**config.mk**
```make
export PLATFORM = sky130hd
export DESIGN_NAME = nic_fifo_flat
export DESIGN_NICKNAME = d
export VERILOG_FILES = /design/src/rtl/nic_pkg.sv /design/src/rtl/nic_fifo_if.sv /design/src/rtl/nic_sync_fifo.sv /design/src/rtl/nic_fifo.sv /design/src/flat_wrapper.sv
export SDC_FILE = /design/constraint.sdc
export NUM_CORES = 1
export LEC_CHECK = 0
export CELL_PAD_IN_SITES_DETAIL_PLACEMENT = 0
export CELL_PAD_IN_SITES_GLOBAL_PLACEMENT = 1
export CORE_AREA = 4 4 220 275
export DETAILED_ROUTE_END_ITERATION = 6
export DIE_AREA = 0 0 224 279
export GPL_ROUTABILITY_DRIVEN = 0
export GPL_TIMING_DRIVEN = 0
export PLACE_DENSITY_LB_ADDON = 0.2
export RECOVER_POWER = 50
export SETUP_SLACK_MARGIN = 0.3
export SLEW_MARGIN = 10
export SYNTH_ARGS = -nofsm -noshare
export SYNTH_HDL_FRONTEND = slang
export SYNTH_HIERARCHICAL = 1
export SYNTH_SLANG_ARGS = --single-unit
```
**constraint.sdc**
```tcl
create_clock -name clk -period 4.7 [get_ports clk]
set_clock_uncertainty 0.1 [all_clocks]
set_input_delay 0.94 -clock clk [delete_from_list [all_inputs] [get_ports clk]]
set_output_delay 0.94 -clock clk [all_outputs]
set_load 0.005 [all_outputs]
```
**src/rtl/nic_pkg.sv**
```systemverilog
// Shared definitions for the NIC: CPU register map and status word bit positions.
// No ports; imported by the NIC top and the testbench.
package nic_pkg;

    // CPU register select
    typedef enum logic [1:0] {
        NIC_RD_IN  = 2'b00,
        NIC_ST_IN  = 2'b01,
        NIC_WR_OUT = 2'b10,
        NIC_ST_OUT = 2'b11
    } nic_addr_e;

    // Status word layout, shared by both status registers
    localparam int unsigned ST_NOT_EMPTY = 0;
    localparam int unsigned ST_FULL      = 1;
    localparam int unsigned ST_COUNT_LSB = 2;

    // Sticky flag positions sit just above the count field, so they move with DEPTH
    function automatic int unsigned st_uflow_bit(input int unsigned cnt_w);
        return cnt_w + 2;
    endfunction

    function automatic int unsigned st_oflow_bit(input int unsigned cnt_w);
        return cnt_w + 3;
    endfunction

endpackage

```
**src/rtl/nic_fifo_if.sv**
```systemverilog
// NIC bus bundle: CPU register port plus router local-port handshake.
// Modports: master = CPU/router side (drives requests), slave = NIC side.
//   addr, d_in, nicEn, nicEnWR : CPU access
//   d_out                      : CPU read data
//   net_si, net_di, net_ri     : router -> NIC packet, valid/ready
//   net_so, net_do, net_ro     : NIC -> router packet, valid/ready
//   net_polarity               : router phase, injection allowed when 1
interface nic_fifo_if #(
    parameter int unsigned PACKET_WIDTH = 64
);
    logic [1:0]              addr;
    logic [PACKET_WIDTH-1:0] d_in;
    logic [PACKET_WIDTH-1:0] d_out;
    logic                    nicEn;
    logic                    nicEnWR;
    logic                    net_si;
    logic                    net_ri;
    logic [PACKET_WIDTH-1:0] net_di;
    logic                    net_so;
    logic                    net_ro;
    logic [PACKET_WIDTH-1:0] net_do;
    logic                    net_polarity;

    modport master (
        output addr, d_in, nicEn, nicEnWR, net_si, net_di, net_ro, net_polarity,
        input  d_out, net_ri, net_so, net_do
    );

    modport slave (
        input  addr, d_in, nicEn, nicEnWR, net_si, net_di, net_ro, net_polarity,
        output d_out, net_ri, net_so, net_do
    );
endinterface

```
**src/rtl/nic_sync_fifo.sv**
```systemverilog
// Synchronous FIFO with combinational head output and occupancy count.
// Ports: clk, reset (async active-low), push/din, pop, dout (head), full, empty, count.
// A push when full is dropped unless a pop happens on the same edge; a pop when empty
// is dropped (so an empty FIFO with push+pop just takes the push, no bypass).
module nic_sync_fifo #(
    parameter int unsigned WIDTH = 64,
    parameter int unsigned DEPTH = 4,
    localparam int unsigned CNT_W = $clog2(DEPTH) + 1,
    localparam int unsigned PTR_W = $clog2(DEPTH)
) (
    input  logic             clk,
    input  logic             reset,
    input  logic             push,
    input  logic [WIDTH-1:0] din,
    input  logic             pop,
    output logic [WIDTH-1:0] dout,
    output logic             full,
    output logic             empty,
    output logic [CNT_W-1:0] count
);
    logic [WIDTH-1:0] mem_q [DEPTH];
    logic [PTR_W-1:0] wr_ptr_q, rd_ptr_q;
    logic [CNT_W-1:0] cnt_q;
    logic             do_push, do_pop;

    assign empty   = (cnt_q == '0);
    assign full    = (cnt_q == CNT_W'(DEPTH));
    assign count   = cnt_q;
    assign dout    = mem_q[rd_ptr_q];
    assign do_pop  = pop && !empty;
    assign do_push = push && (!full || do_pop);

    // Pointers wrap naturally since DEPTH is a power of 2
    always_ff @(posedge clk or negedge reset) begin
        if (!reset) begin
            wr_ptr_q <= '0;
            rd_ptr_q <= '0;
            cnt_q    <= '0;
            for (int i = 0; i < DEPTH; i++) begin
                mem_q[i] <= '0;
            end
        end else begin
            if (do_push) begin
                mem_q[wr_ptr_q] <= din;
                wr_ptr_q        <= wr_ptr_q + 1'b1;
            end
            if (do_pop) begin
                rd_ptr_q <= rd_ptr_q + 1'b1;
            end
            case ({do_push, do_pop})
                2'b10:   cnt_q <= cnt_q + 1'b1;
                2'b01:   cnt_q <= cnt_q - 1'b1;
                default: cnt_q <= cnt_q;
            endcase
        end
    end
endmodule

```
**src/rtl/nic_fifo.sv**
```systemverilog
// NIC between a CPU port and a router local port, with DEPTH-entry FIFOs each way.
// Ports: clk, reset (async active-low), bus (nic_fifo_if.slave: CPU register access,
// router input handshake net_si/net_ri/net_di, router output net_so/net_ro/net_do,
// net_polarity gating injection).
// Registers: 00 R pop input FIFO, 01 R input status, 10 W push output FIFO, 10 R zero,
// 11 R output status + sticky flags, 11 W clear flags.
module nic_fifo
    import nic_pkg::*;
#(
    parameter int unsigned PACKET_WIDTH = 64,
    parameter int unsigned DEPTH        = 4
) (
    input logic        clk,
    input logic        reset,
    nic_fifo_if.slave  bus
);
    localparam int unsigned CNT_W     = $clog2(DEPTH) + 1;
    localparam int unsigned UFLOW_BIT = st_uflow_bit(CNT_W);
    localparam int unsigned OFLOW_BIT = st_oflow_bit(CNT_W);

    nic_addr_e               addr;
    logic                    cpu_rd, cpu_wr, send;
    logic                    in_push, in_pop, in_full, in_empty;
    logic                    out_push, out_full, out_empty;
    logic [CNT_W-1:0]        in_count, out_count;
    logic [PACKET_WIDTH-1:0] in_head, out_head, st_in, st_out;
    logic [PACKET_WIDTH-1:0] d_out_q, net_do_q;
    logic                    net_so_q, oflow_q, uflow_q;

    assign addr   = nic_addr_e'(bus.addr);
    assign cpu_rd = bus.nicEn && !bus.nicEnWR;
    assign cpu_wr = bus.nicEn && bus.nicEnWR;

    // Ready depends only on registered occupancy, never on a same-cycle CPU pop
    assign bus.net_ri = !in_full;
    assign in_push    = bus.net_si && !in_full;
    assign in_pop     = cpu_rd && (addr == NIC_RD_IN);

    assign send     = !out_empty && bus.net_ro && bus.net_polarity;
    assign out_push = cpu_wr && (addr == NIC_WR_OUT);

    nic_sync_fifo #(.WIDTH(PACKET_WIDTH), .DEPTH(DEPTH)) u_in_fifo (
        .clk   (clk),
        .reset (reset),
        .push  (in_push),
        .din   (bus.net_di),
        .pop   (in_pop),
        .dout  (in_head),
        .full  (in_full),
        .empty (in_empty),
        .count (in_count)
    );

    nic_sync_fifo #(.WIDTH(PACKET_WIDTH), .DEPTH(DEPTH)) u_out_fifo (
        .clk   (clk),
        .reset (reset),
        .push  (out_push),
        .din   (bus.d_in),
        .pop   (send),
        .dout  (out_head),
        .full  (out_full),
        .empty (out_empty),
        .count (out_count)
    );

    always_comb begin
        st_in                             = '0;
        st_in[ST_NOT_EMPTY]               = !in_empty;
        st_in[ST_FULL]                    = in_full;
        st_in[ST_COUNT_LSB +: CNT_W]      = in_count;
        st_out                            = '0;
        st_out[ST_NOT_EMPTY]              = !out_empty;
        st_out[ST_FULL]                   = out_full;
        st_out[ST_COUNT_LSB +: CNT_W]     = out_count;
        st_out[UFLOW_BIT]                 = uflow_q;
        st_out[OFLOW_BIT]                 = oflow_q;
    end

    always_ff @(posedge clk or negedge reset) begin
        if (!reset) begin
            d_out_q  <= '0;
            net_do_q <= '0;
            net_so_q <= 1'b0;
            oflow_q  <= 1'b0;
            uflow_q  <= 1'b0;
        end else begin
            net_so_q <= send;
            if (send) begin
                net_do_q <= out_head;
            end

            if (cpu_rd) begin
                unique case (addr)
                    NIC_RD_IN: begin
                        d_out_q <= in_empty ? '0 : in_head;
                        if (in_empty) begin
                            uflow_q <= 1'b1;
                        end
                    end
                    NIC_ST_IN:  d_out_q <= st_in;
                    NIC_WR_OUT: d_out_q <= '0;
                    NIC_ST_OUT: d_out_q <= st_out;
                endcase
            end

            // A full FIFO still accepts the write when the same edge sends its head
            if (out_push && out_full && !send) begin
                oflow_q <= 1'b1;
            end
            if (cpu_wr && (addr == NIC_ST_OUT)) begin
                oflow_q <= 1'b0;
                uflow_q <= 1'b0;
            end
        end
    end

    assign bus.d_out  = d_out_q;
    assign bus.net_do = net_do_q;
    assign bus.net_so = net_so_q;
endmodule

```
**src/flat_wrapper.sv**
```systemverilog
// flat-port wrapper written by rule: the top's interface ports become plain ports
module nic_fifo_flat import nic_pkg::*;
#(
    parameter int unsigned PACKET_WIDTH = 64,
    parameter int unsigned DEPTH        = 4
)
  (clk, reset, bus_addr, bus_d_in, bus_nicEn, bus_nicEnWR, bus_net_si, bus_net_di, bus_net_ro, bus_net_polarity, bus_d_out, bus_net_ri, bus_net_so, bus_net_do);
  nic_fifo_if #(.PACKET_WIDTH(PACKET_WIDTH)) bus_i ();
  input logic clk;
  input logic reset;
  input wire logic [$bits(bus_i.addr)-1:0] bus_addr;
  input wire logic [$bits(bus_i.d_in)-1:0] bus_d_in;
  input wire logic [$bits(bus_i.nicEn)-1:0] bus_nicEn;
  input wire logic [$bits(bus_i.nicEnWR)-1:0] bus_nicEnWR;
  input wire logic [$bits(bus_i.net_si)-1:0] bus_net_si;
  input wire logic [$bits(bus_i.net_di)-1:0] bus_net_di;
  input wire logic [$bits(bus_i.net_ro)-1:0] bus_net_ro;
  input wire logic [$bits(bus_i.net_polarity)-1:0] bus_net_polarity;
  output wire logic [$bits(bus_i.d_out)-1:0] bus_d_out;
  output wire logic [$bits(bus_i.net_ri)-1:0] bus_net_ri;
  output wire logic [$bits(bus_i.net_so)-1:0] bus_net_so;
  output wire logic [$bits(bus_i.net_do)-1:0] bus_net_do;
  assign bus_i.addr = bus_addr;
  assign bus_i.d_in = bus_d_in;
  assign bus_i.nicEn = bus_nicEn;
  assign bus_i.nicEnWR = bus_nicEnWR;
  assign bus_i.net_si = bus_net_si;
  assign bus_i.net_di = bus_net_di;
  assign bus_i.net_ro = bus_net_ro;
  assign bus_i.net_polarity = bus_net_polarity;
  assign bus_d_out = bus_i.d_out;
  assign bus_net_ri = bus_i.net_ri;
  assign bus_net_so = bus_i.net_so;
  assign bus_net_do = bus_i.net_do;
  nic_fifo #(.PACKET_WIDTH(PACKET_WIDTH), .DEPTH(DEPTH)) u_core (.clk(clk), .reset(reset), .bus(bus_i));
endmodule
```
==> results of run 1 <==
-- cell type report --
| type | instances | area (sq um) |
|---|---|---|
| clock inverters | 21 | 210.2 |
| repair buffers | 271 | 2768 |
| clock buffers | 100 | 2048 |
| well taps | 757 | 947.2 |
| flip-flops and latches | 657 | 16440 |
| diodes | 7 | 17.52 |
| multi-input cells | 853 | 10770 |
| fillers | 4611 | 24040 |
| plain buffers | 98 | 800.8 |
| inverters | 13 | 48.80 |
-- metrics by stage --
step	TNS, ns	power [mW]	utilization, %
global placement	-	17.25	54.50
finish	0	22.67	58.62
CTS	0	23.12	58.68
global route	0	24.02	58.60
detailed placement	-0.4433	17.59	54.79
floorplan	0	14.80	-
-- worst min-delay path by stage --
stage,from,to,cells after the start
detailed placement,u_core/u_out_fifo/mem_q[194],u_core/u_out_fifo/mem_q[194],1
floorplan,u_core/u_in_fifo/mem_q[108],u_core/u_in_fifo/mem_q[108],1
global route,reset,u_core/bus.net_do[20],1
global placement,u_core/u_out_fifo/mem_q[116],u_core/u_out_fifo/mem_q[116],1
finish,reset,u_core/bus.net_do[19],1
CTS,reset,u_core/bus.net_do[19],1
-- Yosys cell counts (all sizes together) --
cell type	count
dfrtp	657
mux2	578
mux4	128
buf	81
a22o	57
clkbuf	17
nor2	14
inv	13
nand2	11
ha	10
a221o	7
mux2i	6
xnor2	6
xor2	6
and3	3
nand2b	3
nor2b	3
nor3	3
a31oi	2
and4	2
fa	2
nand3b	2
nor4b	2
o31a	2
a211oi	1
a21oi	1
and2	1
nand3	1
nor4	1
o21ai	1
-- placed cells by master, fill, tap and decap left out, types with 7 or more instances in the layout --
cell,Yosys,layout
sky130_fd_sc_hd__a22o_1,57,57
sky130_fd_sc_hd__buf_2,18,15
sky130_fd_sc_hd__buf_6,55,57
sky130_fd_sc_hd__clkbuf_1,17,36
sky130_fd_sc_hd__clkbuf_16,0,73
sky130_fd_sc_hd__clkbuf_8,0,12
sky130_fd_sc_hd__clkdlybuf4s50_1,0,177
sky130_fd_sc_hd__clkinv_2,0,15
sky130_fd_sc_hd__dfrtp_1,657,657
sky130_fd_sc_hd__diode_2,0,7
sky130_fd_sc_hd__dlygate4sd3_1,0,87
sky130_fd_sc_hd__ha_1,10,10
sky130_fd_sc_hd__inv_1,13,13
sky130_fd_sc_hd__mux2_1,24,24
sky130_fd_sc_hd__mux2_2,534,534
sky130_fd_sc_hd__mux2_4,20,20
sky130_fd_sc_hd__mux4_2,128,128
sky130_fd_sc_hd__nand2_1,11,11
sky130_fd_sc_hd__nor2_4,8,8
-- state kept, by name, indices dropped and copies added, names as in the netlist, 2 cells and up --
name / flops
u_core/bus.d_out: 64
u_core/u_in_fifo/rd_ptr_q: 2
u_core/u_out_fifo/wr_ptr_q: 2
u_core/u_out_fifo/rd_ptr_q: 2
u_core/bus.net_do: 64
u_core/u_in_fifo/wr_ptr_q: 2
u_core/u_in_fifo/mem_q: 256
u_core/u_out_fifo/mem_q: 256
u_core/u_out_fifo/count: 3
u_core/u_in_fifo/count: 3
-- layer usage --
metal	vias to the layer above	GRT usage, %	wire (microns)
met5	-	0	0
met4	0	6.767	1600
met3	96	4.364	3250
met2	325	35.16	32400
met1	8207	26.69	26340
li1	6737	-	-
-- worst max-delay path, delay by kind of cell --
| kind | cells | cell delay [ns] |
|---|---|---|
| xor+xnor | 2 | 0.29 |
| simple gates | 5 | 1.23 |
| buf+inv | 4 | 1.57 |
| fa+ha+maj | 2 | 0.58 |
-- kinds of logic (layout without fill, tap and decap cells) --
kind of cell             count (synthesis)  in the layout
AO/OA/AOI/OAI                           71             71
flip-flops                             657            657
buffers and inverters                  111            503
other                                    0              7
multiplexers                           712            712
adder cells (fa/ha/maj)                 12             12
AND/OR/NAND/NOR                         46             46
XOR/XNOR                                12             12
-- power breakdown --
group | leakage [nW] | switching, mW | internal, mW | total (mW)
sequential | 8.25 | 1.36 | 8.26 | 9.63
combinational | 5.60 | 2.75 | 4.85 | 7.60
clock | 1.12 | 2.20 | 3.24 | 5.44
total | 15.0 | 6.31 | 16.4 | 22.7
==> results.txt, run 1 <==
----------------------------------------------------
[Setup path]
  Endpoint required time on the critical path ... 5.12 ns
  Startpoint Class ... primary input
  Crit-path cells ... dlygate4sd3_1 -> nand2b_2 -> clkbuf_1 -> clkbuf_2 -> nor3_1 -> nor4b_4 -> nand2b_1 -> ha_1 -> inv_1 -> fa_1 -> xor2_1 -> nor2_1 -> xor2_1
  Critical Path AT ... 4.61 ns
  Critical path destination ... u_core/u_in_fifo/count[2]
  Endpoint type of the worst setup path ... register
  Setup slack, reg-to-reg ... a little under 0.6 ns
  Critical setup path kind ... primary input to register
  Cell repeated most along the worst path ... sky130_fd_sc_hd__xor2_1
  Launch point of the worst reg-to-reg path ... u_core/u_out_fifo/count[0]
  Critical Path Slowest Stage Cell ... sky130_fd_sc_hd__dlygate4sd3_1
  Number of cells on the worst reg-to-reg path ... 13
  Launch point of the worst path ... bus_nicEn
  Worst reg2reg path endpoint ... u_core/u_out_fifo/count[2]
  Critical-path maximum fanout ... 10
  Largest stage delay, worst path ... roughly 0.60 ns

[Drt]
  Via count ... 15,365
  Per-cell via count in the routed design ... 5.533
  Wire length reported by the detailed router ... 63,590 microns
  First drt pass iteration count ... 4
  Initial DRC count ... 668
  DRC violations left ... 0
  Routed length per instance ... 22.90 microns
  Number of nets with antenna violations after routing ... 0

[Die]
  Initial standard-cell utilization of the core ... 48.30%
  Die Span Y ... 279 microns
  I/O pin cnt ... 267
  Die Span X ... 224 microns
  Number of placement rows ... 99
  Area inside the core boundary ... 0.05809 sq mm
  Overall die area ... 0.06250 sq mm

[Timing]
  Slew HR ... -38.17%
  Final setup violation count ... 0
  Post-route worst hold slack ... 0.1984 ns
  Maximum achievable frequency ... ~240 MHz
  Setup repair after global routing missed its margin ... false
  Period Utilization, post-route ... between 80 and 90%
  Final critical path time including I/O delays and setup ... ~4.2 ns
  Transition at the pin with the smallest max-transition slack ... 2.073 ns
  Final Slew Violations ... 80
  Final worst slack ... 0.5120 ns
  Final hold violations ... 0

[Logic synthesis]
  Adder-cell share of the synthesized area ... 0.5886%
  Gate count of the mapped netlist ... 1,621
  Largest family of logic cells by synthesized area ... multiplexers
  Area fraction in compound gates after synthesis ... between 2 and 2.5%
  Mux contribution to synthesized area ... 33.95%
  Synth unique cells ... 37
  Xor and xnor fraction of the mapped netlist area ... 0.3746%
  Area fraction in and, or, nand and nor cells after synthesis ... 1.240%
  YS warnings ... 6
  Top cells by area, synth ... sky130_fd_sc_hd__dfrtp_1 59%, sky130_fd_sc_hd__mux2_2 21%, sky130_fd_sc_hd__mux4_2 10%, sky130_fd_sc_hd__buf_6 2.2%, sky130_fd_sc_hd__a22o_1 1.8%
  Avg Synthesized Cell Area ... 17.31 sq um
  Post-Syn Nets ... 1,770
  Post-synthesis instance area ... 0.02806 sq mm
  Proportion of synthesized chip area in sequential cells ... 58.59%
  Seq cells post-synth ... 657
  Share of Yosys cell area claimed by the top area cell type ... 58.59%
  Leading area contributor after synthesis ... sky130_fd_sc_hd__dfrtp_1

[Placement]
  Cell Area, Placed ... 0.03183 sq mm
  Placement-stage worst setup slack ... -0.3098 ns
  Port buffer count ... about 270
  Post-Place Cells ... 2,649
  Dpl hpwl ... roughly 43,000 microns

[Clock network]
  Htree depth ... 3
  Clk Latency, worst-skew pair ... 0.59 ns
  Clock Path Buffers ... 3
  Master cell of the clock root buffer ... sky130_fd_sc_hd__clkbuf_16
  Number of clock sinks seen by CTS ... 657
  Hold-fix buffers, CTS ... 0
  Clock transition time at the flip-flop clock pins of the worst setup and hold paths ... about 0.06 ns
  Post CTS Setup Buffer Count ... 0
  Number of buffers inserted during clock tree synthesis ... 68
  Post-CTS Resized ... 1
  TritonCTS clock tree ... yes

[Outcome]
  Outcome ... finished with violations
  Failing checks ... capacitance limit, slew limit

[Pwr]
  Power Density ... about 670 mW/mm^2
  VDD IR-drop max ... approximately 0.00045 V
  Standby leakage power ... approximately 15 nW

[GRT]
  Vias in the first global route ... 17,425
  Sum of overflow across all layers after global routing ... 0
  First-pass GRT wire length ... 101,300 microns
  Overall fraction of global-route tracks in use ... 20.66%
  Largest net degree at the start of global routing ... 114
  Number of antenna violations at the first check in global routing ... 8

[Cells and area]
  Post-layout nets ... 2,111
  Area growth from synthesis to layout ... 21.36%
  Fraction of layout instances using a drive strength above 1 ... between 40% and 50%
  Cell Count, Final, Fillers Out ... 2,777
  Finished layout cell area ... around 0.034 sq mm

[Worst hold path]
  Kind of path behind the tightest hold check ... primary input to async pin

[Flow run]
  Max Cap Viol ... 1

----------------------------------------------------
Note: power is estimated with default switching activity, not from simulation.
==> run 2, diff against run 1 <==
--- a/config.mk
+++ b/config.mk
@@ -7,9 +7,9 @@
 export LEC_CHECK = 0
 export CELL_PAD_IN_SITES_DETAIL_PLACEMENT = 0
 export CELL_PAD_IN_SITES_GLOBAL_PLACEMENT = 1
-export CORE_AREA = 4 4 220 275
+export CORE_AREA = 4 4 245 247
 export DETAILED_ROUTE_END_ITERATION = 6
-export DIE_AREA = 0 0 224 279
+export DIE_AREA = 0 0 249 251
 export GPL_ROUTABILITY_DRIVEN = 0
 export GPL_TIMING_DRIVEN = 0
 export PLACE_DENSITY_LB_ADDON = 0.2
==> run 2 against run 1 <==
Compared with the run above:
- the run still ends with capacitance limit, slew limit left
- design area increased by 0.23%
- total power increased by 1.4%
- cell count increased by 0.32%
- worst hold slack got worse by 0.014 ns
- sequential share of layout area decreased by 0.11 points
- critical endpoint is now u_core/u_out_fifo/count[2]
==> results.txt, run 2 (synthesis gave the netlist of run 1 again) <==
----------------------------------------------------
[Outcome]
  Outcome ... finished with violations
  Failing checks ... capacitance limit, slew limit

[Setup path]
  Critical Path Slowest Stage Cell ... sky130_fd_sc_hd__nor3_1
  Number of cells on the worst reg-to-reg path ... 13
  Endpoint required time on the critical path ... 5.11 ns
  Critical-path maximum fanout ... 10
  Critical path destination ... u_core/u_out_fifo/count[2]
  Launch point of the worst path ... u_core/u_out_fifo/count[0]
  Launch point of the worst reg-to-reg path ... u_core/u_out_fifo/count[0]
  Crit-path cells ... nor3_1 -> nand3b_1 -> buf_2 -> buf_2 -> inv_1 -> nor4b_4 -> nand2b_1 -> ha_1 -> inv_1 -> fa_1 -> xor2_1 -> nor2_1 -> xor2_1
  Worst reg2reg path endpoint ... u_core/u_out_fifo/count[2]
  Critical Path AT ... around 4.5 ns
  Largest delay contributor family on the critical path ... simple AND/OR/NAND/NOR gates
  Endpoint type of the worst setup path ... register
  Number of buffers and inverters on the critical path ... 4
  Startpoint Class ... register
  Total stage count of the critical path ... 13
  Largest stage delay, worst path ... roughly 0.50 ns
  Setup slack, reg-to-reg ... 0.61 ns
  Critical setup path kind ... register to register

[GRT]
  Number of antenna violations at the first check in global routing ... 8
  First-pass GRT wire length ... approximately 100,000 microns
  Largest net degree at the start of global routing ... 116
  Vias in the first global route ... 17,146
  Overall fraction of global-route tracks in use ... between 20% and 30%
  Sum of overflow across all layers after global routing ... 0

[Pwr]
  Total power ... 22.98 mW
  Combinational share of power ... 33.4%
  Power Density ... 673.2 mW/mm^2
  Net load switching power ... between 6 and 7 mW
  Switching Fraction ... 27.63%
  Standby leakage power ... 14.82 nW
  VDD IR-drop max ... 0.0004359 V
  Clock power frac ... roughly a quarter
  Internal power summed over all cells ... 16.63 mW
  Sequential share of power ... 42.0%

[Timing]
  Slew HR ... -80.20%
  Final Slew Violations ... roughly 190
  Transition at the pin with the smallest max-transition slack ... 2.703 ns
  Setup repair after global routing missed its margin ... false
  Final hold violations ... 0
  Maximum achievable frequency ... 244.3 MHz
  Period Utilization, post-route ... 87.08%
  Final critical path time including I/O delays and setup ... 4.093 ns
  Final setup violation count ... 0

[Clock network]
  Clk Latency, worst-skew pair ... 0.60 ns
  Clock transition time at the flip-flop clock pins of the worst setup and hold paths ... 0.06 ns
  TritonCTS clock tree ... yes
  Number of buffers inserted during clock tree synthesis ... 72
  Clock Path Buffers ... 3
  Hold-fix buffers, CTS ... 0
  Htree depth ... 3
  Master cell of the clock root buffer ... sky130_fd_sc_hd__clkbuf_16
  Number of clock sinks seen by CTS ... 657

[Die]
  Area inside the core boundary ... approximately 0.058 sq mm
  Number of placement rows ... 88
  Overall die area ... 0.06250 sq mm
  I/O pin cnt ... 267
  Initial standard-cell utilization of the core ... 48.73%
  Die Span Y ... about 250 microns
  Die Span X ... approximately 250 microns

[Drt]
  Met3 WL ... 3016 microns
  Via count ... between 15,000 and 20,000
  Wl on met1 ... 27,020 microns
  Per-cell via count in the routed design ... between 5 and 6
  Number of nets with antenna violations after routing ... 0
  Initial DRC count ... 586
  DRC violations left ... 0
  Highest metal layer with signal wires ... met5
  Wire length reported by the detailed router ... 62,340 microns
  First drt pass iteration count ... 4
  Routed length per instance ... roughly 22 microns
  Wire length on met2 ... 31,290 microns

[Placement]
  Port buffer count ... 265
  Post-Place Cells ... 2,657
  Dpl hpwl ... 41,420 microns

[Worst hold path]
  Kind of path behind the tightest hold check ... primary input to async pin

[Cells and area]
  Multi-input logic area ... between 0.01 and 0.015 sq mm
  Area growth from synthesis to layout ... 21.64%
  Largest registers ranked by flip-flop count ... u_core/u_in_fifo/mem_q: 256 flops, u_core/u_out_fifo/mem_q: 256 flops
  Fraction of layout instances using a drive strength above 1 ... about 44%
  Final core occ ... 59.27%
  Post-layout nets ... between 2,000 and 2,500
  Most frequent cells in the layout ... 657 x sky130_fd_sc_hd__dfrtp_1, 534 x sky130_fd_sc_hd__mux2_2, 254 x sky130_fd_sc_hd__clkdlybuf4s50_1
  # fillers ... 4,456
  Leading cell type in the layout, fill and taps excluded ... sky130_fd_sc_hd__dfrtp_1
  Storage element area ... about 0.016 sq mm
  Cell Count, Final, Fillers Out ... 2,786

[Flow run]
  Max Cap Viol ... 3

----------------------------------------------------
-- run 2: cell types whose count changed in the layout (fill, tap and decap cells not counted), sizes merged --
cell,before,now
bufinv,4,5
clkbuf,123,129
clkinvlp,2,1
buf,82,79
clkinv,15,13
dlygate4sd3,87,10
diode,7,3
inv,13,17
clkdlybuf4s50,177,254
-- run 2: how the worst min path moves through the flow --
stage | cells past startpoint | startpoint | slack [ns] | endpoint
3_3_place_gp | 1 | u_core/u_out_fifo/mem_q[116] | 0.36 | u_core/u_out_fifo/mem_q[116]
4_1_cts | 1 | reset | 0.18 | u_core/u_out_fifo/mem_q[205]
2_1_floorplan | 1 | u_core/u_in_fifo/mem_q[108] | 0.35 | u_core/u_in_fifo/mem_q[108]
5_1_grt | 1 | reset | 0.20 | u_core/u_out_fifo/mem_q[214]
3_5_place_dp | 1 | u_core/u_out_fifo/mem_q[108] | 0.37 | u_core/u_out_fifo/mem_q[108]
6_report | 1 | reset | 0.18 | u_core/u_out_fifo/mem_q[214]
-- run 2: stage by stage --
step	setup TNS, ns	worst slack [ns]	area (sq um)	hold WS (ns)
floorplan	0	1.027	28060	0.3524
global placement	-	-25.90	31670	0.3621
detailed placement	-0.3579	-0.2509	31840	0.3737
CTS	0	0.3836	34260	0.1831
global route	0	0.3439	34130	0.2048
finish	0	0.6072	34130	0.1842
-- run 2: final cells by class --
class                      count  share of cell area (%)
sequential                   657                   48.17
multi-input combinational    853                   31.48
timing repair buffer         272                   8.101
clock buffer                 103                   6.206
tap                          765                   2.804
buffer                        97                   2.214
clock inverter                23                  0.8651
inverter                      13                  0.1430
antenna                        3                 0.02199
-- run 2: repair_timing --
action	in CTS	in global routing
pin swaps	1	0
setup buffers	1	0
gates resized for setup	0	2
endpoints found under the setup margin	1	1
gates cloned	0	0
-- run 2: per-layer routing --
layer | GRT usage [%] | up-vias
met5 | 0 | -
li1 | - | 6753
met3 | 4.956 | 89
met1 | 26.89 | 8110
met4 | 4.231 | 12
met2 | 34.41 | 269
-- run 2: power by group through the flow --
stage	logic (mW)	clock network, mW	registers, mW
6_report	7.67	5.67	9.64
5_1_grt	8.33	6.07	9.95
4_1_cts	7.85	5.85	9.65
3_5_place_dp	7.82	0	9.72
3_3_place_gp	7.62	0	9.66
2_1_floorplan	5.51	0	9.28
